===== config.mk =====
export PLATFORM = sky130hd
export DESIGN_NAME = csa_accum_ctrl
export DESIGN_NICKNAME = d
export VERILOG_FILES = /design/src/rtl/csa_accum_ctrl_pkg.sv /design/src/rtl/carry_save_adder.sv /design/src/rtl/csa_accum_dp.sv /design/src/rtl/ripple_carry_adder.sv /design/src/rtl/csa_accum_ctrl.sv
export SDC_FILE = /design/constraint.sdc
export NUM_CORES = 1
export LEC_CHECK = 0
export ABC_CLOCK_PERIOD_IN_PS = 3300
export CAP_MARGIN = 20
export CORE_MARGIN = 8
export CORE_UTILIZATION = 50
export DETAILED_ROUTE_END_ITERATION = 7
export PLACE_DENSITY = 0.8
export REMOVE_ABC_BUFFERS = 1
export SLEW_MARGIN = 20
export SYNTH_ARGS = -nofsm -noshare
export SYNTH_HDL_FRONTEND = slang
export SYNTH_SLANG_ARGS = --single-unit

===== constraint.sdc =====
create_clock -name clk -period 3.3 [get_ports clk]
set_clock_uncertainty 0.05 [all_clocks]
set_input_delay 0.99 -clock clk [delete_from_list [all_inputs] [get_ports clk]]
set_output_delay 0.99 -clock clk [all_outputs]
set_load 0.02 [all_outputs]

===== src/rtl/csa_accum_ctrl_pkg.sv =====
// Shared definitions for the carry-save frame accumulator.
// Holds the FSM state encodings and a ceiling-log2 helper that is used
// to size the accumulator and the operand counter.
package csa_accum_ctrl_pkg;

  localparam logic [1:0] ST_IDLE    = 2'd0;
  localparam logic [1:0] ST_ACCUM   = 2'd1;
  localparam logic [1:0] ST_RESOLVE = 2'd2;
  localparam logic [1:0] ST_OUT     = 2'd3;

  function automatic int clog2(input int value);
    int r;
    r = 0;
    while ((1 << r) < value) r++;
    return r;
  endfunction

endpackage


===== src/rtl/carry_save_adder.sv =====
// Library carry-save adder: compresses three W-bit words into a sum word
// and a carry word. The carry word carries weight 2^(i+1) at bit i.
// Ports: a, b, c (addends); sum (bitwise XOR); carry (bitwise majority).
module carry_save_adder #(
  parameter int W = 4
) (
  input  logic [W-1:0] a,
  input  logic [W-1:0] b,
  input  logic [W-1:0] c,
  output logic [W-1:0] sum,
  output logic [W-1:0] carry
);

  assign sum   = a ^ b ^ c;
  assign carry = (a & b) | (a & c) | (b & c);

endmodule


===== src/rtl/csa_accum_dp.sv =====
// Datapath for the frame accumulator: S/C carry-save registers, one shared
// carry-save adder and one ripple-carry adder that resolves the total.
// Ports: clk, rst_n (async active-low); clear (zero S/C); load (absorb
//   op_data into S/C); resolve (capture S + (C<<1) into sum_data);
//   op_data (W-bit operand); sum_data (SW-bit resolved sum).
module csa_accum_dp #(
  parameter int W  = 4,
  parameter int SW = 7
) (
  input  logic          clk,
  input  logic          rst_n,
  input  logic          clear,
  input  logic          load,
  input  logic          resolve,
  input  logic [W-1:0]  op_data,
  output logic [SW-1:0] sum_data
);

  logic [SW-1:0] s_q, c_q;
  logic [SW-1:0] c_sh, op_ext;
  logic [SW-1:0] csa_sum, csa_carry, rca_sum;
  logic          rca_cout_unused;

  // C bit i has weight 2^(i+1); dropping the top bit on the shift is safe
  // because a full frame total always fits in SW bits.
  assign c_sh   = c_q << 1;
  assign op_ext = {{(SW-W){1'b0}}, op_data};

  carry_save_adder #(.W(SW)) u_csa (
    .a     (s_q),
    .b     (c_sh),
    .c     (op_ext),
    .sum   (csa_sum),
    .carry (csa_carry)
  );

  ripple_carry_adder #(.W(SW)) u_rca (
    .a    (s_q),
    .b    (c_sh),
    .cin  (1'b0),
    .sum  (rca_sum),
    .cout (rca_cout_unused)
  );

  always_ff @(posedge clk or negedge rst_n) begin
    if (!rst_n) begin
      s_q      <= '0;
      c_q      <= '0;
      sum_data <= '0;
    end else begin
      if (clear) begin
        s_q <= '0;
        c_q <= '0;
      end else if (load) begin
        s_q <= csa_sum;
        c_q <= csa_carry;
      end
      if (resolve) sum_data <= rca_sum;
    end
  end

endmodule


===== src/rtl/ripple_carry_adder.sv =====
// Library ripple-carry adder: W-bit a + b + cin.
// Ports: a, b (addends); cin (carry in); sum (W-bit result); cout (carry out).
module ripple_carry_adder #(
  parameter int W = 4
) (
  input  logic [W-1:0] a,
  input  logic [W-1:0] b,
  input  logic         cin,
  output logic [W-1:0] sum,
  output logic         cout
);

  // Carry kept in a block-local variable so the chain is a single
  // combinational evaluation rather than a self-referencing vector.
  always_comb begin
    logic cy;
    cy  = cin;
    sum = '0;
    for (int i = 0; i < W; i++) begin
      sum[i] = a[i] ^ b[i] ^ cy;
      cy     = (a[i] & b[i]) | (cy & (a[i] ^ b[i]));
    end
    cout = cy;
  end

endmodule


===== src/rtl/csa_accum_ctrl.sv =====
// Frame accumulator sequencer. Operands are absorbed one per accepted beat
// into a carry-save running total; at frame close the total is resolved
// with a single carry-propagate add and held until the consumer takes it.
// Ports: clk, rst_n (async active-low); op_valid/op_data/op_last/op_ready
//   (operand stream); sum_valid/sum_data/sum_err/sum_ready (result
//   handshake; sum_err flags a frame closed at N_OPS without op_last);
//   busy (not idle).
module csa_accum_ctrl
  import csa_accum_ctrl_pkg::*;
#(
  parameter int W     = 4,
  parameter int N_OPS = 8,
  parameter int SW    = W + clog2(N_OPS)
) (
  input  logic          clk,
  input  logic          rst_n,
  input  logic          op_valid,
  input  logic [W-1:0]  op_data,
  input  logic          op_last,
  output logic          op_ready,
  output logic          sum_valid,
  output logic [SW-1:0] sum_data,
  output logic          sum_err,
  input  logic          sum_ready,
  output logic          busy
);

  localparam int CNT_W = clog2(N_OPS) + 1;

  logic [1:0]       state;
  logic [CNT_W-1:0] count;
  logic             accept, closing, take;

  assign op_ready  = (state == ST_IDLE) || (state == ST_ACCUM);
  assign sum_valid = (state == ST_OUT);
  assign busy      = (state != ST_IDLE);
  assign accept    = op_valid && op_ready;
  assign take      = sum_valid && sum_ready;
  // count is 0 in IDLE, so the auto-close test is uniform across IDLE/ACCUM.
  assign closing   = op_last || (count == CNT_W'(N_OPS - 1));

  always_ff @(posedge clk or negedge rst_n) begin
    if (!rst_n) begin
      state   <= ST_IDLE;
      count   <= '0;
      sum_err <= 1'b0;
    end else begin
      case (state)
        ST_IDLE, ST_ACCUM: begin
          if (accept) begin
            count <= count + 1'b1;
            if (closing) begin
              state   <= ST_RESOLVE;
              sum_err <= ~op_last;
            end else begin
              state <= ST_ACCUM;
            end
          end
        end
        ST_RESOLVE: state <= ST_OUT;
        default: begin
          if (sum_ready) begin
            state <= ST_IDLE;
            count <= '0;
          end
        end
      endcase
    end
  end

  csa_accum_dp #(.W(W), .SW(SW)) u_dp (
    .clk      (clk),
    .rst_n    (rst_n),
    .clear    (take),
    .load     (accept),
    .resolve  (state == ST_RESOLVE),
    .op_data  (op_data),
    .sum_data (sum_data)
  );

endmodule

==> summary.md <==
| Metric | Value |
|---|---|
| Area fraction in compound gates after synthesis | 7.95% |
| Count of input and output buffers | 19 |
| Core Util, Final | 60.1% |
| Vias in the first global route | 1070 |
| Hold path cells | 1 |
| Area of the core | 0.00271 sq mm |
| Final weighted congestion in routability-driven placement | 0.765 |
| Slew HR | 60.3% |
| Sequential fraction of the synthesis area | 48.3% |
| Max FO, Critical Path | 3 |
| Final Hold Vio Count | 0 |
| Post-synthesis instance area | 0.00140 sq mm |
| Overall Global Routing Usage | 12.5% |
| Highest clock rate | 364 MHz |
| Unrepaired setup endpoints after global routing | no |
| Mean Syn Cell Area | 11.0 sq um |
| Global route overflow | 0 |
| Fraction of synthesis flops using an asynchronous set or reset pin | 100% |
| Starting Density | 51.7% |
| Flip-flop and latch count after synthesis | 27 |
| Post-Route WL | 2600 um |
| Post-Place Worst Slack | 0.555 ns |
| CTS clock-pin slew for the worst setup and hold paths | 0.14 ns |
| Height of the chip | 68.9 um |
| Vias after detailed routing | 937 |
| Reg2Reg Depth | 7 |
| Min cycle time layout | 2.75 ns |
| Worst Slack Setup Final | 0.552 ns |
| Maximum number of pins on one net before global-route repair | 28 |
| CTS Buf Count | 3 |
| Fraction of layout instances using a drive strength above 1 | 11.6% |
| Warning count from the yosys run | 0 |
| I/O pin count | 20 |
| Mux contribution to synthesized area | 7.06% |
| Number of endpoints failing setup at the final stage | 0 |
| Mapped Cells | 127 |
| Number of filler instances in the final layout | 242 |
| Max-cap violations | 0 |
| Antenna Cells | 0 |
| Number of distinct library cells after synthesis | 29 |
| Total clock sinks | 27 |
| Required time of the critical path | 3.47 ns |
| Setup TNS Final | 0 ns |
| Detail-routed net length per standard cell | 14.6 um |
| Clock latency on the worst-skew pair | 0.32 ns |
| Post-route fraction of the period consumed by the critical path | 83.3% |
| Launching element of the worst setup path | u_dp.c_q[0] |
| Adder and majority gate portion of the synthesized area | 14.5% |
| Leakage power | 0.752 nW |
| Area growth syn-to-layout | 16.3% |
| Hold bufs inserted after CTS | 0 |
| Critical setup path kind | reg -> reg |
| Max Root-Sink Buffers | 2 |
| DRC violations left | 0 |
| Average via count per standard cell | 5.26 |
| Row Count | 19 |
| Max-slew violation count | 0 |
| Simple-gate share of the synthesized area | 15.2% |
| Worst hold path class | reg -> reg |
| Final design area excluding fillers | 0.00163 sq mm |
| R2R Path Start | u_dp.c_q[0] |
| Number of flops mapped to enable cells by yosys | 0 |
| Worst path arrival time | 2.92 ns |
| CP Capture Type | flop |
| Clock tree from TritonCTS | yes |
| Number of detailed-route iterations in the first pass | 4 |
| VDD IR-drop max | 0.576 mV |
| Power density over cell area | 769 mW/mm^2 |
| Startpoint class of the critical path | flop |
| HPWL after detailed placement | 1930 um |
| Placed standard-cell area | 0.00160 sq mm |
| Die area | 0.00475 sq mm |
| Outcome | finished clean |
| Hold Startpoint | count[3] |
| Quantity of gates resized following cts | 0 |
| Number of setup buffers added after CTS | 0 |
| H-tree depth | 1 |
| First-pass GRT wire length | 4600 um |
| Main combinational cell family by area after synthesis | simple AND/OR/NAND/NOR gates |
| Die W | 68.9 um |
| Number of nets with antenna violations after detailed routing | 0 |
| Dominant register cell in the synthesized netlist | sky130_fd_sc_hd__dfrtp_1 |
| Library cell used as clock root buffer | sky130_fd_sc_hd__clkbuf_4 |
| Multi-input logic area | 652 sq um |
| Net total in the final layout | 169 |
| Parity-gate share of the synthesized area counting xor and xnor cells | 1.88% |
| DR iter-0 viols | 39 |
| Sequential Area | 676 sq um |
| Pin slew with the least headroom to its limit | 0.596 ns |
| Initial antenna violation count | 0 |
-- per-stage QoR --
| step | hold slack, ns | instances | total power (W) |
|---|---|---|---|
| 6_report | 0.431 | 178 | 0.00125 |
| 5_1_grt | 0.460 | 178 | 0.00135 |
| 2_1_floorplan | 0.387 | 123 | 0.000899 |
| 4_1_cts | 0.436 | 178 | 0.00127 |
| 3_3_place_gp | 0.407 | 174 | 0.00109 |
| 3_5_place_dp | 0.419 | 174 | 0.00113 |
-- final timing paths --
kind | to | slack [ns]
max | u_dp.sum_data[6] | 0.55
min | count[3] | 0.43
max reg2reg | u_dp.sum_data[6] | 0.55
min reg2reg | count[3] | 0.43
max in group asynchronous | u_dp.s_q[5] | 1.97
min in group asynchronous | u_dp.s_q[2] | 0.97
-- power breakdown --
part           internal, W  switching [W]  total (W)
clock            0.0000473      0.0000957   0.000143
combinational     0.000277       0.000295   0.000572
sequential        0.000436      0.0000999   0.000536
-- worst max-delay path: stages (launching register included) --
cell and delay [ns]:
sky130_fd_sc_hd__dfrtp_1 0.42, sky130_fd_sc_hd__ha_1 0.22, sky130_fd_sc_hd__fa_1 0.38, sky130_fd_sc_hd__fa_1 0.39, sky130_fd_sc_hd__fa_1 0.40, sky130_fd_sc_hd__fa_1 0.39, sky130_fd_sc_hd__xnor2_1 0.14, sky130_fd_sc_hd__mux2_2 0.26
-- cell families (layout without fill, tap and decap cells) --
logic type / count (synthesis) / count (layout)
AOI/OAI and AO/OA: 19 / 19
xor gates and xnor gates: 3 / 3
adders and majority gates: 12 / 12
buffers and inverters: 14 / 34
DFF: 27 / 27
muxes: 9 / 9
and+or+nand+nor: 43 / 43
-- Yosys cell counts, types with 2 or more instances --
| library cell | instances | area share [%] |
|---|---|---|
| sky130_fd_sc_hd__o21ai_0 | 2 | 0.71 |
| sky130_fd_sc_hd__buf_6 | 2 | 1.6 |
| sky130_fd_sc_hd__nand2b_1 | 6 | 2.7 |
| sky130_fd_sc_hd__mux2i_1 | 2 | 1.4 |
| sky130_fd_sc_hd__ha_1 | 5 | 4.5 |
| sky130_fd_sc_hd__xnor2_1 | 2 | 1.3 |
| sky130_fd_sc_hd__a21oi_1 | 14 | 5.0 |
| sky130_fd_sc_hd__fa_1 | 7 | 10 |
| sky130_fd_sc_hd__inv_1 | 9 | 2.4 |
| sky130_fd_sc_hd__nand2_1 | 21 | 5.6 |
| sky130_fd_sc_hd__mux2_2 | 7 | 5.6 |
| sky130_fd_sc_hd__nor2_1 | 4 | 1.1 |
| sky130_fd_sc_hd__nand3_1 | 4 | 1.4 |
| sky130_fd_sc_hd__dfrtp_1 | 27 | 48 |
-- final cells by class --
type,instances,share of cell area [%]
sequential,27,41.5
multi-input combinational,86,40.0
clock buffer,4,1.61
timing repair buffer,20,12.1
tap,31,2.38
inverter,10,2.31
-- flip-flops by register name, summed over array words and instances (netlist names) --
| register | count |
|---|---|
| sum_err | 1 |
| u_dp.sum_data | 7 |
| u_dp.c_q | 6 |
| u_dp.s_q | 7 |
| count | 4 |
| state | 2 |
-- cells in the final DEF (no fill, tap or decap), types with 2 or more instances in the layout --
cell	instances
sky130_fd_sc_hd__clkbuf_4	3
sky130_fd_sc_hd__nand3_1	4
sky130_fd_sc_hd__ha_1	5
sky130_fd_sc_hd__inv_1	9
sky130_fd_sc_hd__mux2_2	7
sky130_fd_sc_hd__a21oi_1	14
sky130_fd_sc_hd__nand2b_1	6
sky130_fd_sc_hd__xnor2_1	2
sky130_fd_sc_hd__mux2i_1	2
sky130_fd_sc_hd__fa_1	7
sky130_fd_sc_hd__o21ai_0	2
sky130_fd_sc_hd__dfrtp_1	27
sky130_fd_sc_hd__clkdlybuf4s50_1	19
sky130_fd_sc_hd__nor2_1	4
sky130_fd_sc_hd__nand2_1	21
-- layer usage --
layer  up-vias  part of all wire (%)  GRT usage, %
met4         0                  0.42          4.01
met3         2                   6.3          3.07
met5         -                     0             0
met2        20                    49          21.4
li1        459                     -             -
met1       456                    44          15.2
Note: power is estimated with default switching activity, not from simulation.
